**src/rtl/ddr_burst_mover.sv**
```systemverilog
// Moves data between the host pipe FIFOs and the DDR2 local interface in the phy_clk domain.
// Writes pack two 32-bit pipe-in words per beat; reads are flow-controlled against readback FIFO space.
module ddr_burst_mover #(
  parameter int ADDR_W   = 24,
  parameter int DATA_W   = 64,
  parameter int RF_DEPTH = 512,
  parameter int RF_UW    = 9,
  parameter int MAX_OUT  = 8
) (
  input  logic                phy_clk,
  input  logic                reset_phy_clk_n,
  input  logic                local_init_done,
  input  logic                start_write,
  input  logic                start_read,
  input  logic [ADDR_W-1:0]   base_addr,
  input  logic [ADDR_W-1:0]   num_beats,
  input  logic                wf_empty,
  input  logic [31:0]         wf_q,
  output logic                wf_rdreq,
  input  logic [RF_UW-1:0]    rf_usedw,
  output logic [DATA_W-1:0]   rf_data,
  output logic                rf_wrreq,
  output logic [ADDR_W-1:0]   local_address,
  output logic [DATA_W-1:0]   local_wdata,
  output logic [DATA_W/8-1:0] local_be,
  output logic                local_size,
  output logic                local_burstbegin,
  output logic                local_write_req,
  output logic                local_read_req,
  input  logic                local_ready,
  input  logic [DATA_W-1:0]   local_rdata,
  input  logic                local_rdata_valid,
  output logic                busy,
  output logic                done,
  output logic                err
);

  localparam int OUT_W = 4;

  typedef enum logic [2:0] {IDLE, W_FETCH0, W_FETCH1, W_REQ, R_ISSUE, R_DRAIN, FIN} state_t;

  state_t              state_q, state_d;
  logic [ADDR_W-1:0]   addr_q, addr_d;
  logic [ADDR_W-1:0]   rem_q, rem_d;
  logic [31:0]         wlo_q, wlo_d, whi_q, whi_d;
  logic [OUT_W-1:0]    out_q, out_d;
  logic                held_q, held_d;
  logic                rf_wrreq_q;
  logic [DATA_W-1:0]   rf_data_q;
  logic                done_q, err_q, err_d;
  logic [31:0]         fill;
  logic                can_issue, rd_acc, rv;

  // Projected readback occupancy if one more read were issued now.
  assign fill      = 32'(rf_usedw) + 32'(out_q) + 32'd1;
  assign can_issue = (out_q < OUT_W'(MAX_OUT)) && (fill <= 32'(RF_DEPTH));
  assign rv        = local_rdata_valid && (out_q != '0);

  always_comb begin
    state_d         = state_q;
    addr_d          = addr_q;
    rem_d           = rem_q;
    wlo_d           = wlo_q;
    whi_d           = whi_q;
    wf_rdreq        = 1'b0;
    local_write_req = 1'b0;
    local_read_req  = 1'b0;
    unique case (state_q)
      IDLE: if (local_init_done && (start_write || start_read)) begin
        addr_d = base_addr;
        rem_d  = num_beats;
        if (num_beats == '0)  state_d = FIN;
        else if (start_write) state_d = W_FETCH0;
        else                  state_d = R_ISSUE;
      end
      W_FETCH0: if (!wf_empty) begin
        wf_rdreq = 1'b1;
        wlo_d    = wf_q;
        state_d  = W_FETCH1;
      end
      W_FETCH1: if (!wf_empty) begin
        wf_rdreq = 1'b1;
        whi_d    = wf_q;
        state_d  = W_REQ;
      end
      W_REQ: begin
        local_write_req = 1'b1;
        if (local_ready) begin
          addr_d  = addr_q + ADDR_W'(1);
          rem_d   = rem_q - ADDR_W'(1);
          state_d = (rem_q == ADDR_W'(1)) ? FIN : W_FETCH0;
        end
      end
      R_ISSUE: begin
        // Once presented, a read stays up until accepted even if the credit check drops.
        local_read_req = held_q || can_issue;
        if (local_read_req && local_ready) begin
          addr_d = addr_q + ADDR_W'(1);
          rem_d  = rem_q - ADDR_W'(1);
          if (rem_q == ADDR_W'(1)) state_d = R_DRAIN;
        end
      end
      R_DRAIN: if (out_q == '0 && !rf_wrreq_q) state_d = FIN;
      FIN:     state_d = IDLE;
      default: state_d = IDLE;
    endcase

    rd_acc = local_read_req && local_ready;
    unique case ({rd_acc, rv})
      2'b10:   out_d = out_q + OUT_W'(1);
      2'b01:   out_d = out_q - OUT_W'(1);
      default: out_d = out_q;
    endcase
    held_d = (local_write_req || local_read_req) && !local_ready;
    err_d  = err_q || (local_rdata_valid && out_q == '0);
  end

  always_ff @(posedge phy_clk or negedge reset_phy_clk_n) begin
    if (!reset_phy_clk_n) begin
      state_q    <= IDLE;
      addr_q     <= '0;
      rem_q      <= '0;
      wlo_q      <= '0;
      whi_q      <= '0;
      out_q      <= '0;
      held_q     <= 1'b0;
      rf_wrreq_q <= 1'b0;
      rf_data_q  <= '0;
      done_q     <= 1'b0;
      err_q      <= 1'b0;
    end else begin
      state_q    <= state_d;
      addr_q     <= addr_d;
      rem_q      <= rem_d;
      wlo_q      <= wlo_d;
      whi_q      <= whi_d;
      out_q      <= out_d;
      held_q     <= held_d;
      rf_wrreq_q <= rv;
      if (rv) rf_data_q <= local_rdata;
      // done lands the cycle after FIN, i.e. two cycles after an empty-job start.
      done_q     <= (state_q == FIN);
      err_q      <= err_d;
    end
  end

  assign local_address    = addr_q;
  assign local_wdata      = DATA_W'({whi_q, wlo_q});
  assign local_be         = '1;
  assign local_size       = 1'b1;
  assign local_burstbegin = (local_write_req || local_read_req) && !held_q;
  assign rf_wrreq         = rf_wrreq_q;
  assign rf_data          = rf_data_q;
  assign busy             = (state_q != IDLE) && (state_q != FIN);
  assign done             = done_q;
  assign err              = err_q;

endmodule

```
**config.mk**
```make
export PLATFORM = sky130hd
export DESIGN_NAME = ddr_burst_mover
export DESIGN_NICKNAME = d
export VERILOG_FILES = /design/src/rtl/ddr_burst_mover.sv
export SDC_FILE = /design/constraint.sdc
export NUM_CORES = 1
export LEC_CHECK = 0
export ABC_AREA = 1
export BUFFER_PORTS_ARGS = -buffer_cell sky130_fd_sc_hd__buf_2
export CORE_MARGIN = 10
export CORE_UTILIZATION = 38
export DETAILED_ROUTE_END_ITERATION = 7
export GPL_TIMING_DRIVEN = 0
export HOLD_SLACK_MARGIN = 0.06
export PLACE_DENSITY = 0.66
export SETUP_SLACK_MARGIN = 0.3
export SLEW_MARGIN = 20
export SYNTH_ARGS = -nofsm -noshare
export SYNTH_HDL_FRONTEND = slang
export SYNTH_SLANG_ARGS = --single-unit
export TNS_END_PERCENT = 20
```
**constraint.sdc**
```tcl
create_clock -name phy_clk -period 3.4 [get_ports phy_clk]
set_clock_uncertainty 0.2 [all_clocks]
set_input_delay 0.51 -clock phy_clk [delete_from_list [all_inputs] [get_ports phy_clk]]
set_output_delay 0.51 -clock phy_clk [all_outputs]
set_load 0.05 [all_outputs]
```
==> results.yml <==
logic_synthesis:
  yosys.area.top_type: "dfrtp_1"
  synthMuxAreaShare_pct: 0
  ys_ff_latch: 187
  synth_top_family_by_area: "simple AND/OR/NAND/NOR gates"
  synth_area_per_cell_sq_um: 7.606
  synth_compound_area_share_pct: 7.280
  syn_area_sq_um: 9264
  synth_xor_xnor_area_share_pct: 2.080
  synth-warning-count: 0
  ys_types: 35
  synthSimpleGateAreaFrac_pct: 31.06
  netlist_instances: 1218
  synth_top_area_share_pct: 50.51
  seq_area_frac_synth_pct: 50.51
  synthAdderAreaFrac_pct: 1.783
  synth_area_leaders: "dfrtp_1 (51%), nand2_1 (20%), o21ai_0 (5.7%), nand3_1 (4.6%), inv_1 (3.8%)"
routing:
  first_pass_iters: 5
  drc: 0
  routed_wl_microns: 31900
  drtIter0Drc: 762
  vias: 9289
  postRouteAntennaNets: 0
  wire_per_inst_microns: 16.41
  vias_per_cell: 4.778
final_layout:
  syn2layout_area_growth_pct: 34.98
  fin_util_pct: 51.72
  fin_nets: 1778
  drive_gt1_share_pct: 26.14
  stdcell_area_sq_um: 12500
cts:
  cts_tree: "done"
  htree_num_levels: 4
  clk_latency_ps: 430
  clockBufferDepth: 2
  clkTransAtPathRegs_ps: 90
  numCtsBuffers: 17
  cts_root_buf: "clkbuf_16"
  cts_sinks: 187
die:
  die_y_microns: 176.1
  rows: 57
  coreArea_sq_um: 24180
  fp.dieW_microns: 176.1
  start_util_pct: 38.32
  design.die.area_sq_um: 31020
  ios: 330
grt:
  grt_use_met1_pct: 23.45
  grt_overflow: 0
  top_usage_layer: "met2"
  grt_max_degree: 94
  grt_pass1_vias: 9729
  grtUsageMet2_pct: 33.44
  grt_util_all_layers_pct: 20.33
  grt_first_pass_wirelength_microns: 51010
  grtUsageMet3_pct: 9.462
  antenna_found_initial: 2
timing:
  fin_crit_sh_pct: 98.17
  finalCriticalPeriod_ps: 3338
  setup_viol_count_final: 0
  tightest_slew_ps: 1007
  grt_setup_unrepaired: "true"
  timing.slew.headroom_pct: 32.27
  finalHoldViolations: 0
  fmax_mhz: 299.6
  finalMaxSlewViolations: 0
critical_path:
  crit_fanout: 3
  r2r-end: "out_q[3]$_DFFE_PN0P_"
  reg2reg_from: "out_q[0]$_DFFE_PN0P_"
  worstSetupEndpointType: "output port"
  worstSetupStartpoint: "out_q[0]$_DFFE_PN0P_"
  path_class: "reg2out"
  cp_data_arrival_time_ps: 2630
  crit_end: "local_burstbegin"
  r2r_slack_ps: 120
  crit_required_ps: 2690
  rr_worst_depth: 25
  worst_setup_path_start_kind: "flop"
worst_hold_path:
  hold_class: "in2reg"
placed_design:
  routabilityCongestion: 0.9065
  dpl_cell_area_sq_um: 11420
  dpl.hpwl_microns: 24540
  portBuffers: 320
pwr:
  peakVddDrop_v: 0.0006786
  p_per_area_nw_per_um2: 1076
  finalPower_mw: 13.45
  p_leak_nw: 6.874
run:
  maxCapViolations: 0
outcome:
  status: "complete, no violations"
==> kinds of logic after synthesis <==
logic type / after synthesis
and+or+nand+nor: 709
buffers and inverters: 158
DFF: 187
adders and majority gates: 12
xor gates and xnor gates: 22
other: 1
AOI/OAI and AO/OA: 129
==> per-stage QoR <==
stage	worst slack [ps]	setup TNS, ps	cells	hold WS, ps
after floorplan	-74.11	-74.11	1226	14.41
after global placement	-1594	-294820	1870	249.0
after detailed placement	-191.8	-191.8	1872	143.8
after CTS	13.60	0	1939	60.37
after global routing	-117.4	-315.3	1943	61.94
final	62.34	0	1944	73.87
==> worst min-delay path by stage <==
stage                                        from  depth (start not counted)                 endpoint
after floorplan                   reset_phy_clk_n                          0           done$_DFF_PN0_
after global placement    rf_data[14]$_DFFE_PN0P_                          2  rf_data[14]$_DFFE_PN0P_
after detailed placement          reset_phy_clk_n                          1    rem_q[12]$_DFFE_PN0P_
after CTS                          local_rdata[0]                          3   rf_data[0]$_DFFE_PN0P_
after global routing              local_rdata[62]                          3  rf_data[62]$_DFFE_PN0P_
final                              local_rdata[0]                          3   rf_data[0]$_DFFE_PN0P_
==> power breakdown <==
part,internal [mW],total [mW],switching (mW)
sequential,3.13,3.89,0.761
clock,1.07,2.22,1.15
combinational,1.90,7.34,5.44
==> cell usage after synthesis <==
master    number
buf_1          3
or2_1          1
xnor2_1        9
o211ai_1       2
fa_1           2
nand2_2        2
a21boi_0       1
or2_2          5
a21o_1         1
a31oi_1        7
nor4_1         9
nor2_1        79
nand3_1       85
nor3_4         1
buf_4         10
dfrtp_1      187
inv_1         95
a21oi_1        9
a211oi_1       1
ha_1          10
o21ai_0      105
xor2_1        13
clkinv_1       1
nand2_1      502
inv_2          3
nor2_2         4
conb_1         1
and2_1         1
buf_6          3
nand3b_1       2
nor3_1         8
nand4_1       10
o21bai_1       3
buf_2         14
clkbuf_1      29
==> layout by cell type (no fill, tap or decap), types with 3 or more instances in the layout <==
cell / Yosys / routed
inv_2: 3 / 7
inv_8: 0 / 3
clkbuf_1: 29 / 29
inv_1: 95 / 91
ha_4: 0 / 4
dfrtp_1: 187 / 187
xnor2_1: 9 / 9
buf_2: 14 / 332
nor3_1: 8 / 8
nand2_1: 502 / 497
buf_4: 10 / 16
dlygate4sd3_1: 0 / 32
clkbuf_16: 0 / 17
or2_2: 5 / 5
inv_12: 0 / 8
nor2_1: 79 / 75
buf_1: 3 / 3
xor2_1: 13 / 13
nor4_1: 9 / 9
nor2_2: 4 / 6
nand3_1: 85 / 85
o21ai_0: 105 / 105
o21bai_1: 3 / 3
nand4_1: 10 / 10
ha_1: 10 / 6
conb_1: 1 / 9
buf_6: 3 / 3
nand2_2: 2 / 7
a31oi_1: 7 / 7
a21oi_1: 9 / 9
==> critical path, stage by stage (launching register included) <==
cell        delay [ps]
dfrtp_1            400
inv_2               90
ha_4               130
inv_2               40
fa_2               360
nor2_2             120
nor2_2              50
nor2_2             120
nand3_1             80
nand2_1             60
nand2_1             50
nand2_1             70
nand2_1             60
nand2_2             80
nand2_2             60
clkinvlp_4         110
nor2_4              50
nor2_4             120
buf_8              150
==> timing repair <==
| action | 4_1_cts | 5_1_grt |
|---|---|---|
| endpoints found under the setup margin | 5 | 5 |
| pin swaps | 7 | 6 |
| setup buffers | 4 | 2 |
| endpoints found under the hold margin | 217 | 1 |
| resized for setup | 11 | 7 |
| hold buffers | 31 | 1 |
==> registers in the layout, summed over array words and instances (netlist names) <==
register	cells
err	1
local_address	24
done	1
wlo_q	32
out_q	4
held_q	1
rem_q	24
rf_wrreq	1
state_q	3
rf_data	64
whi_q	32
==> layer usage <==
layer / routed length, microns / part of all wire, %
met1: 12510 / 39
met2: 15010 / 47
met3: 3758 / 12
met4: 630 / 2.0
met5: 0 / 0
==> cell type report <==
cell class                      instances  area, sq um
Inverter                               99        375.4
Buffer                                 59        299.0
Sequential cell                       187         4679
Antenna cell                            2        5.005
Timing Repair Buffer                  360         2042
Clock buffer                           17        425.4
Clock inverter                         15        236.5
Fill cell                            2365        11670
Tap cell                              324        405.4
Multi-Input combinational cell        881         4036
Power figures use the tool's default switching activity.
